==> src/rtl/mem_pkg.sv <==
// Shared data-memory access encoding used by the load/store unit and the memory model.
// Holds the access-code enum plus helpers for the access width and the load-result extension.
package mem_pkg;

    typedef enum logic [2:0] {
        DM_B  = 3'b000,
        DM_H  = 3'b001,
        DM_W  = 3'b010,
        DM_BU = 3'b100,
        DM_HU = 3'b101
    } dm_ctrl_t;

    typedef enum logic [1:0] {
        LSU_IDLE,
        LSU_XFER,
        LSU_DONE
    } lsu_state_t;

    // Number of bytes moved by an access; 0 flags an illegal code.
    function automatic logic [2:0] dm_bytes(dm_ctrl_t ctrl);
        case (ctrl)
            DM_B, DM_BU: return 3'd1;
            DM_H, DM_HU: return 3'd2;
            DM_W:        return 3'd4;
            default:     return 3'd0;
        endcase
    endfunction

    function automatic logic [31:0] dm_extend(dm_ctrl_t ctrl, logic [31:0] acc);
        case (ctrl)
            DM_B:    return {{24{acc[7]}}, acc[7:0]};
            DM_BU:   return {24'h0, acc[7:0]};
            DM_H:    return {{16{acc[15]}}, acc[15:0]};
            DM_HU:   return {16'h0, acc[15:0]};
            DM_W:    return acc;
            default: return 32'h0;
        endcase
    endfunction

endpackage

==> src/rtl/lsu_extend.sv <==
// Combinational load-result extension: sign/zero-extends the assembled bytes by access code.
module lsu_extend
    import mem_pkg::*;
(
    input  logic [2:0]  ctrl,
    input  logic [31:0] acc,
    output logic [31:0] data
);

    assign data = dm_extend(dm_ctrl_t'(ctrl), acc);

endmodule

==> src/rtl/lsu_byte_master.sv <==
// MEM-stage load/store initiator: serialises each access big-endian, one byte per cycle,
// onto a byte-wide memory port and returns an extended load result.
module lsu_byte_master
    import mem_pkg::*;
#(
    parameter int ADDR_W = 32
) (
    input  logic              clk,
    input  logic              rst_n,
    input  logic              req_valid,
    output logic              req_ready,
    input  logic              req_we,
    input  logic [2:0]        req_ctrl,
    input  logic [ADDR_W-1:0] req_addr,
    input  logic [31:0]       req_wdata,
    output logic              rsp_valid,
    output logic [31:0]       rsp_rdata,
    output logic              rsp_err,
    output logic              busy,
    output logic [ADDR_W-1:0] mem_addr,
    output logic              mem_we,
    output logic              mem_re,
    output logic [7:0]        mem_wdata,
    input  logic [7:0]        mem_rdata
);

    lsu_state_t        state_q, state_d;
    logic              we_q, we_d;
    logic [2:0]        ctrl_q, ctrl_d;
    logic [ADDR_W-1:0] addr_q, addr_d;
    logic [31:0]       wdata_q, wdata_d;
    logic [2:0]        n_q, n_d;
    logic [1:0]        k_q, k_d;
    logic [31:0]       acc_q, acc_d;

    logic [31:0]       ext_data;
    logic [1:0]        byte_idx;
    logic [31:0]       wdata_shift;
    logic              in_xfer;
    logic              in_done;

    always_comb begin
        // NOTE: every next-state value defaults to its current value first, so no path infers a latch.
        state_d = state_q;
        we_d    = we_q;
        ctrl_d  = ctrl_q;
        addr_d  = addr_q;
        wdata_d = wdata_q;
        n_d     = n_q;
        k_d     = k_q;
        acc_d   = acc_q;
        case (state_q)
            LSU_IDLE: begin
                if (req_valid) begin
                    we_d    = req_we;
                    ctrl_d  = req_ctrl;
                    addr_d  = req_addr;
                    wdata_d = req_wdata;
                    n_d     = dm_bytes(dm_ctrl_t'(req_ctrl));
                    k_d     = 2'd0;
                    acc_d   = 32'h0;
                    state_d = (n_d != 3'd0) ? LSU_XFER : LSU_DONE;
                end
            end
            LSU_XFER: begin
                if (!we_q) begin
                    acc_d = {acc_q[23:0], mem_rdata};
                end
                if ({1'b0, k_q} == n_q - 3'd1) begin
                    state_d = LSU_DONE;
                end else begin
                    k_d = k_q + 2'd1;
                end
            end
            LSU_DONE: state_d = LSU_IDLE;
            default:  state_d = LSU_IDLE;
        endcase
    end

    // NOTE: state uses non-blocking assignments; async reset clears everything so strobes drop at once.
    always_ff @(posedge clk or negedge rst_n) begin
        if (!rst_n) begin
            state_q <= LSU_IDLE;
            we_q    <= 1'b0;
            ctrl_q  <= 3'b000;
            addr_q  <= '0;
            wdata_q <= 32'h0;
            n_q     <= 3'd0;
            k_q     <= 2'd0;
            acc_q   <= 32'h0;
        end else begin
            state_q <= state_d;
            we_q    <= we_d;
            ctrl_q  <= ctrl_d;
            addr_q  <= addr_d;
            wdata_q <= wdata_d;
            n_q     <= n_d;
            k_q     <= k_d;
            acc_q   <= acc_d;
        end
    end

    lsu_extend u_extend (
        .ctrl (ctrl_q),
        .acc  (acc_q),
        .data (ext_data)
    );

    // Big-endian: byte k of an N-byte access is wdata byte N-1-k.
    assign byte_idx    = 2'(n_q - 3'd1 - {1'b0, k_q});
    assign wdata_shift = wdata_q >> {byte_idx, 3'b000};
    assign in_xfer     = (state_q == LSU_XFER);
    assign in_done     = (state_q == LSU_DONE);

    always_comb begin
        req_ready = (state_q == LSU_IDLE);
        busy      = !req_ready;
        mem_we    = in_xfer && we_q;
        mem_re    = in_xfer && !we_q;
        mem_addr  = in_xfer ? addr_q + ADDR_W'(k_q) : '0;
        mem_wdata = mem_we ? wdata_shift[7:0] : 8'h00;
        rsp_valid = in_done;
        rsp_err   = in_done && (n_q == 3'd0);
        rsp_rdata = (in_done && !we_q && n_q != 3'd0) ? ext_data : 32'h0;
    end

endmodule

==> config.mk <==
export PLATFORM = sky130hd
export DESIGN_NAME = lsu_byte_master
export DESIGN_NICKNAME = d
export VERILOG_FILES = /design/src/rtl/mem_pkg.sv /design/src/rtl/lsu_extend.sv /design/src/rtl/lsu_byte_master.sv
export SDC_FILE = /design/constraint.sdc
export NUM_CORES = 1
export LEC_CHECK = 0
export BUFFER_PORTS_ARGS = -buffer_cell sky130_fd_sc_hd__buf_2
export CORE_ASPECT_RATIO = 0.7
export CORE_MARGIN = 2
export CORE_UTILIZATION = 31
export CTS_BUF_LIST = sky130_fd_sc_hd__clkbuf_8
export CTS_CLUSTER_DIAMETER = 60
export CTS_CLUSTER_SIZE = 30
export DETAILED_ROUTE_END_ITERATION = 12
export GPL_TIMING_DRIVEN = 0
export HOLD_SLACK_MARGIN = 0.15
export PLACE_DENSITY_LB_ADDON = 0.05
export SLEW_MARGIN = 15
export SYNTH_ARGS = -nofsm -noshare
export SYNTH_HDL_FRONTEND = slang
export SYNTH_SLANG_ARGS = --single-unit
==> constraint.sdc <==
create_clock -name clk -period 8.3 [get_ports clk]
set_input_delay 1.66 -clock clk [delete_from_list [all_inputs] [get_ports clk]]
set_output_delay 1.66 -clock clk [all_outputs]
set_load 0.03 [all_outputs]
==> results of run 1 <==
-- state kept, by name (all words and copies together) (netlist names) --
register and cells:
acc_q 32, wdata_q 32, state_q 2, we_q 1, ctrl_q 3, addr_q 32, n_q 3, k_q 2
-- layer usage --
metal	part of all wire [%]	vias up	wire length, um
met1	53	2453	9190
met3	5.1	6	894
met2	42	123	7280
met5	0	-	0
met4	0.60	0	104
li1	-	2553	-
-- layout make-up --
class | count | area (um2) | area share, %
timing repair buffer | 157 | 815 | 11.8
inverter | 17 | 63.8 | 0.927
buffer | 43 | 174 | 2.53
multi-input combinational | 492 | 2670 | 38.7
sequential | 107 | 2680 | 38.9
clock buffer | 9 | 124 | 1.80
clock inverter | 6 | 72.6 | 1.05
antenna | 1 | 2.50 | 0.0363
tap | 231 | 289 | 4.20
-- metrics by stage --
stage          instance area (um2)  setup slack, ns  hold slack (ns)  total power, uW  std cells
6_report                      6890             3.62            0.487             2750       1063
5_1_grt                       6880             3.40            0.514             2980       1062
4_1_cts                       6880             3.40            0.490             2780       1062
3_5_place_dp                  6680             3.84            0.462             2430       1047
3_3_place_gp                  6650             3.92            0.459             2400       1046
2_1_floorplan                 5580             4.12            0.445             1970        659
-- path summary, 6_finish.rpt --
kind                        startpoint            to  slack, ns  depth (start not counted)
setup reg to reg            state_q[1]    addr_q[24]       5.93                          8
max in group asynchronous        rst_n      acc_q[0]       6.43                          2
setup / recovery                k_q[0]  mem_addr[24]       3.62                          8
hold / removal             wdata_q[14]   wdata_q[14]       0.49                          2
min in group asynchronous        rst_n     addr_q[6]       1.20                          1
hold reg to reg            wdata_q[14]   wdata_q[14]       0.49                          2
-- where the power goes --
| group | leakage [uW] | switching [uW] | internal (uW) | total, uW |
|---|---|---|---|---|
| sequential | 0.00136 | 228 | 764 | 993 |
| combinational | 0.00199 | 928 | 496 | 1420 |
| clock | 0.0000967 | 193 | 142 | 335 |
| total | 0.00345 | 1350 | 1400 | 2750 |
-- kinds of logic after synthesis --
family          after synthesis
simple gates                343
flops                       107
buf+inv                      60
fa+ha+maj                     6
compound gates              102
mux                          27
xor+xnor                     14
-- cells in the final DEF (no fill, tap or decap), types with 4 or more instances in the layout --
cell type,count
nand2_1,244
nand4_1,4
nand2b_1,10
nand3_1,12
o22ai_1,9
a21oi_1,36
dfrtp_1,107
or4_1,8
o31ai_1,7
mux2i_1,27
and4_1,5
buf_1,5
xnor2_1,11
ha_1,5
buf_2,156
nor4_1,12
and2_1,4
nor2_1,25
o21ai_0,12
inv_1,17
a22o_1,32
clkbuf_8,9
clkbuf_1,35
-- tightest hold or removal path: stages, from the launching register on --
cell     delay [ns]
dfrtp_1        0.36
nand2_1        0.05
nand2_1        0.05
==> flow_metrics.tcl, run 1 <==
set metrics [dict create \
    status "finished, final reports clean" \
    rows 40 \
    overflow 0 \
    crit_chain "ha_1 -> fa_1 -> nand4_4 -> or3_4 -> buf_6 -> or4_1 -> a21oi_1 -> buf_2" \
    finalHoldViolCount 0 \
    die_area_mm2 0.0191 \
    synth_nets 744 \
    peakVddDrop_uv 161 \
    syn_area_mm2 0.00558 \
    rsz0062_at_grt "false" \
    finalCoreUtilization_pct 39.6 \
    synth_edf_count 0 \
    synth_commonest_cells "nand2_1, dfrtp_1, a21oi_1" \
    layout-drive-gt1-share_pct 22.0 \
    yosys.area.top_type "dfrtp_1" \
    ys.flop_type "dfrtp_1" \
    core-area_mm2 0.0174 \
    place_congestion 0.847 \
    cp_slowest_cell "or4_1" \
    die_width_um 164 \
    p_leak_uw 0.00345 \
    start_util_pct 32.1 \
    max_slew_margin_pct 38.5 \
    ios 157 \
    first_pass_iters 4 \
    cts_buffers 9 \
    setup_viol_count_final 0 \
    synthMuxAreaShare_pct 4.85 \
    endpoint_kind "output port" \
    yosysWarnings 0 \
    hold_path.class "reg -> reg" \
    route.vias.total 5135 \
    drtIter0Drc 304 \
    avgSynthCellArea_um2 8.46 \
    setup_tns_ns 0 \
    antenna_left 0 \
    synth_compound_area_share_pct 12.2 \
    cts_hold_buf 0 \
    grtUsageMet3_pct 3.80 \
    nNetsFinal 912 \
    busiest_layer "met1" \
    n_fill_cell 1829 \
    final.setup_skew_ns 0.0118 \
    cts_setup_buffers 0 \
    synth_cell_types 42 \
    yosys.area_share.simple_pct 27.0 \
    vias_per_cell 4.83 \
    grt_max_degree 63 \
    cp_num_buf_inv 2 \
    cts_buffer_depth 2 \
    htreeDepth 3 \
    netlist.area_leader.share_pct 48.0 \
    use_met1_pct 28.3 \
    io_buffers 156 \
    max_freq_mhz 214 \
    yosys_register_bits 107 \
    wl_per_cell_um 16.4 \
    synth_top_cells_by_area "dfrtp_1, nand2_1, a22o_1" \
    antenna_found_initial 1 \
    criticalPathCategory "reg -> out" \
    ctsResizeCount 0 \
    path_delay_family "simple AND/OR/NAND/NOR gates" \
    syn_to_final_growth_pct 23.5 \
    path_clk_slew_ns 0.10 \
    yosysMostFrequentCell "nand2_1" \
    clockRootBuffer "clkbuf_8" \
    clk_latency_ns 0.38 \
    async_flop_share_pct 100 \
    drv_slew 0 \
    yosys.area_share.adder_pct 1.48 \
    drc 0 \
    period_needed_ns 4.68 \
    grt_util_all_layers_pct 18.7 \
    p_per_area_mw_per_mm2 400 \
    synth_top_family_by_area "simple AND/OR/NAND/NOR gates" \
    cp.required_ns 6.64 \
    crit_fanout 10 \
    grt_use_met2_pct 27.3 \
    die_h_um 116 \
    worstPathArrival_ns 3.02 \
    drt_wl_total_um 17500 \
    synth.yosys.seq_area_share_pct 48.0 \
    critPathLaunchType "flop" \
    clock_sink_count 107 \
    cts_tree "done" \
    tightest_slew_ns 0.920 \
    period_share_pct 56.4 \
    hpwl_um 12800 \
    cap_violations 0 \
    grt_pass1_wl_um 27400 \
    synth-xor-area-share_pct 2.20 \
    synthCells 659 \
    grt_pass1_vias 5066 \
    slowest_delay_ns 0.47 \
]
Note: power is estimated with default switching activity, not from simulation.
==> run 2, diff against run 1 <==
- clock period: 8.3 -> 3.95 ns (I/O delays scaled with it)
==> flow_metrics.tcl, run 2 (synthesis gave the netlist of run 1 again) <==
set metrics [dict create \
    drc 0 \
    place_ws_ns 0.359 \
    p_per_area_mw_per_mm2 840 \
    rsz0062_at_grt "false" \
    die_h_um 116 \
    max_freq_mhz 268 \
    p_int_uw 2950 \
    setup_viol_count_final 0 \
    slowest_delay_ns 0.47 \
    htreeDepth 3 \
    multi_input_area_mm2 0.00267 \
    hold_path.class "in -> async" \
    grt_pass1_vias 5063 \
    drt_wl_total_um 17500 \
    top_regs "acc_q (32), addr_q (32), wdata_q (32)" \
    final.setup_skew_ns 0.0102 \
    die_width_um 164 \
    r2r_end "addr_q[24]" \
    clk_latency_ns 0.39 \
    worstPathArrival_ns 2.95 \
    cap_violations 0 \
    io_buffers 156 \
    r2r_start "state_q[1]" \
    route.vias.total 5144 \
    cp_slowest_cell "or4_1" \
    setup_ws_ns 0.214 \
    vias_per_cell 4.84 \
    start_util_pct 32.1 \
    endpoint_kind "output port" \
    syn_to_final_growth_pct 23.6 \
    seq_area_mm2 0.00268 \
    path_clk_slew_ns 0.10 \
    nNetsFinal 912 \
    cts_hold_buf 0 \
    antenna_left 0 \
    peakVddDrop_uv 339 \
    layout-drive-gt1-share_pct 22.3 \
    ff2ff_setup_slack_ns 1.58 \
    switching_share_pct 49.1 \
    p_leak_uw 0.00344 \
    place_congestion 0.847 \
    postLayoutCellArea_mm2 0.00689 \
    hold_slack_ns 0.321 \
    antenna_found_initial 1 \
    ios 157 \
    clockRootBuffer "clkbuf_8" \
    overflow 0 \
    met3WireLength_um 924 \
    max_slew_margin_pct 38.6 \
    crit_fanout 10 \
    cts_setup_buffers 0 \
    finalPower_uw 5790 \
    n_fill_cell 1830 \
    clock_sink_count 107 \
    finalHoldViolCount 0 \
    grt_max_degree 63 \
    core-area_mm2 0.0174 \
    layout_common_cells "nand2_1, buf_2, dfrtp_1" \
    final_common_cell "nand2_1" \
    top_layer "met4" \
    period_share_pct 94.6 \
    die_area_mm2 0.0191 \
    p_switching_uw 2840 \
    period_needed_ns 3.74 \
    grt_pass1_wl_um 27400 \
    drtIter0Drc 296 \
    wl_met1_um 9170 \
    critPathLaunchType "flop" \
    drv_slew 0 \
    p_clk_share_pct 12.2 \
    seq_power_share_pct 36.1 \
    cp.required_ns 3.16 \
    cts_buffers 9 \
    dpl_cell_area_mm2 0.00668 \
    criticalPathCategory "reg -> out" \
    tightest_slew_ns 0.919 \
    grt_util_all_layers_pct 18.7 \
    cts_buffer_depth 2 \
    status "finished, final reports clean" \
    wl_per_cell_um 16.4 \
    combPwrFrac_pct 51.7 \
    first_pass_iters 4 \
    cp_num_buf_inv 2 \
    rows 40 \
    wl_met2_um 7180 \
    hpwl_um 12800 \
    setup_tns_ns 0 \
    cts_tree "done" \
    crit_chain "ha_1 -> fa_2 -> nand4_4 -> or3_4 -> buf_6 -> or4_1 -> a21oi_1 -> buf_2" \
    path_delay_family "simple AND/OR/NAND/NOR gates" \
    startpoint "k_q[0]" \
    r2r_cells 8 \
]
-- run 2: cell counts in the layout (fill, tap and decap cells not counted) --
No cell type changed its count.
-- run 2: what timing repair did --
item	in CTS	in global routing
gates resized for setup	1	2
endpoints found under the hold margin	0	0
setup endpoints to repair	8	2
pin swaps	0	0
-- run 2: through the flow --
step | instances | utilization [%]
6_report | 1063 | 39.7
5_1_grt | 1062 | 39.7
4_1_cts | 1062 | 39.6
3_5_place_dp | 1047 | 38.5
3_3_place_gp | 1046 | 38.3
2_1_floorplan | 659 | -
-- run 2: metal layers --
metal / global-route usage (%) / vias up
li1: - / 2553
met2: 27.3 / 126
met5: 0 / -
met1: 28.3 / 2450
met3: 3.80 / 15
met4: 4.27 / 0
-- run 2: power by group through the flow --
stage / Combinational (uW) / Clock (uW) / Sequential (uW)
6_report: 3000 / 705 / 2090
5_1_grt: 3320 / 783 / 2170
4_1_cts: 3030 / 739 / 2080
3_5_place_dp: 3010 / 0 / 2100
3_3_place_gp: 2960 / 0 / 2090
2_1_floorplan: 2180 / 0 / 1950
-- run 2: cell type report --
type / count / share of cell area (%)
clock buffers: 9 / 1.80
flip-flops and latches: 107 / 38.9
inverters: 17 / 0.926
multi-input cells: 492 / 38.8
clock inverters: 6 / 1.05
well taps: 231 / 4.20
diodes: 1 / 0.0363
plain buffers: 43 / 2.52
repair buffers: 157 / 11.8
-- run 2: how the worst max path moves through the flow --
stage / to / slack, ns / cells after the start
finish: mem_addr[24] / 0.21 / 8
global placement: mem_wdata[1] / 0.44 / 8
detailed placement: mem_wdata[1] / 0.36 / 8
CTS: mem_addr[24] / 0.10 / 8
floorplan: mem_addr[26] / 0.64 / 7
global route: mem_addr[31] / 0.003 / 6
-- run 2: worst register-to-register path: stages (launching register included) --
cell	delay, ns
dfrtp_1	0.42
or2_2	0.33
inv_1	0.07
and2_1	0.12
clkbuf_1	0.35
buf_2	0.33
buf_1	0.48
nand2_1	0.14
nand2_1	0.08
==> run 3, diff against run 2 <==
- CORE_UTILIZATION: 31 -> 46
==> flow_metrics.tcl, run 3 (synthesis gave the netlist of run 1 again) <==
set metrics [dict create \
    die_width_um 136 \
    drc 0 \
    worstPathArrival_ns 2.93 \
    final_common_cell "nand2_1" \
    grt_pass1_vias 4902 \
    path_clk_slew_ns 0.11 \
    criticalPathCategory "reg -> out" \
    crit_fanout 10 \
    place_congestion 0.887 \
    p_per_area_mw_per_mm2 849 \
    clk_latency_ns 0.38 \
    setup_tns_ns 0 \
    diodes 0 \
    die_h_um 96.1 \
    layout_common_cells "nand2_1, buf_2, dfrtp_1" \
    start_util_pct 47.4 \
    drtIter0Drc 313 \
    cts_buffer_depth 2 \
    clock_sink_count 107 \
    antenna_found_initial 0 \
    max_freq_mhz 269 \
    route.vias.total 5203 \
    antenna_left 0 \
    finalCoreUtilization_pct 58.1 \
    status "finished, final reports clean" \
    grt_max_degree 64 \
    cts_buffers 9 \
    first_pass_iters 4 \
    syn_to_final_growth_pct 22.6 \
    wl_per_cell_um 15.4 \
    overflow 0 \
    hpwl_um 11100 \
    tightest_slew_ns 0.959 \
    htreeDepth 3 \
    ios 157 \
    period_needed_ns 3.72 \
    io_buffers 156 \
    critPathLaunchType "flop" \
    peakVddDrop_uv 358 \
    final.setup_skew_ns 0.0114 \
    cap_violations 0 \
    drv_slew 0 \
    finalPower_uw 5800 \
    nNetsFinal 912 \
    finalHoldViolCount 0 \
    cp.required_ns 3.16 \
    rsz0062_at_grt "false" \
    top_regs "acc_q (32), addr_q (32), wdata_q (32)" \
    p_leak_uw 0.00347 \
    vias_per_cell 5.26 \
    hold_path.class "in -> async" \
    endpoint_kind "output port" \
    grt_pass1_wl_um 24500 \
    grt_util_all_layers_pct 24.1 \
    core-area_mm2 0.0118 \
    die_area_mm2 0.0130 \
    layout-drive-gt1-share_pct 22.2 \
    drt_wl_total_um 15200 \
    cts_setup_buffers 0 \
    cts_tree "done" \
    setup_viol_count_final 0 \
    max_slew_margin_pct 35.9 \
    period_share_pct 94.1 \
    clockRootBuffer "clkbuf_8" \
    rows 33 \
]
run 3: cell types whose count changed in the layout (fill, tap and decap cells not counted):
cell        previous run  this run
clkinv_8               0         1
clkinvlp_4             1         0
clkinv_4               1         0
fa_1                   0         1
diode_2                1         0
fa_2                   1         0
inv_6                  3         2
bufinv_16              1         2
inv_8                  0         2
run 3: power by group:
part | internal, uW | switching [uW]
registers | 1610 | 466
logic | 1040 | 1890
clock network | 376 | 424
run 3: per-stage QoR:
step / cell area, um2 / hold WS [ns] / setup slack (ns) / instances
3_5_place_dp: 6590 / 0.462 / 0.387 / 973
2_1_floorplan: 5580 / 0.445 / 0.644 / 659
3_3_place_gp: 6550 / 0.457 / 0.501 / 972
5_1_grt: 6840 / 0.339 / 0.0483 / 989
6_report: 6840 / 0.326 / 0.234 / 989
4_1_cts: 6830 / 0.336 / 0.161 / 989
run 3: per-layer routing:
metal  vias up  global-route usage (%)  routed length (um)
met5         -                       0                   0
met4         0                    5.90                 169
met3        16                    4.27                1090
met2       187                    36.6                6590
met1      2440                    35.9                7360
li1       2560                       -                   -
run 3: what timing repair did:
| action | 4_1_cts | 5_1_grt |
|---|---|---|
| resized for setup | 1 | 1 |
| endpoints found under the setup margin | 5 | 1 |
| hold buffers | 0 | 0 |
run 3: worst max-delay path: stages (launching register included):
cell and delay (ns):
dfrtp_2 0.43, ha_1 0.20, fa_1 0.28, nand4_4 0.18, or3_4 0.44, buf_6 0.15
or4_1 0.46, a21oi_1 0.17, buf_2 0.23
run 3: path summary, 6_finish.rpt:
kind                       slack, ns           end   startpoint  cells after the start
max in group asynchronous       2.98        n_q[1]        rst_n                      2
max reg2reg                     1.65    addr_q[24]   state_q[1]                      8
min reg2reg                     0.49   wdata_q[14]  wdata_q[14]                      2
min                             0.33    addr_q[28]        rst_n                      1
min in group clk                0.49   wdata_q[14]  wdata_q[14]                      2
max                             0.23  mem_addr[24]       k_q[0]                      8
run 3: area by class of cell:
cell class	instances	area, um2
inverters	17	63.8
clock buffers	9	124
clock inverters	7	116
repair buffers	157	815
plain buffers	43	174
flip-flops and latches	107	2680
multi-input cells	492	2670
well taps	157	196
fillers	1108	4930
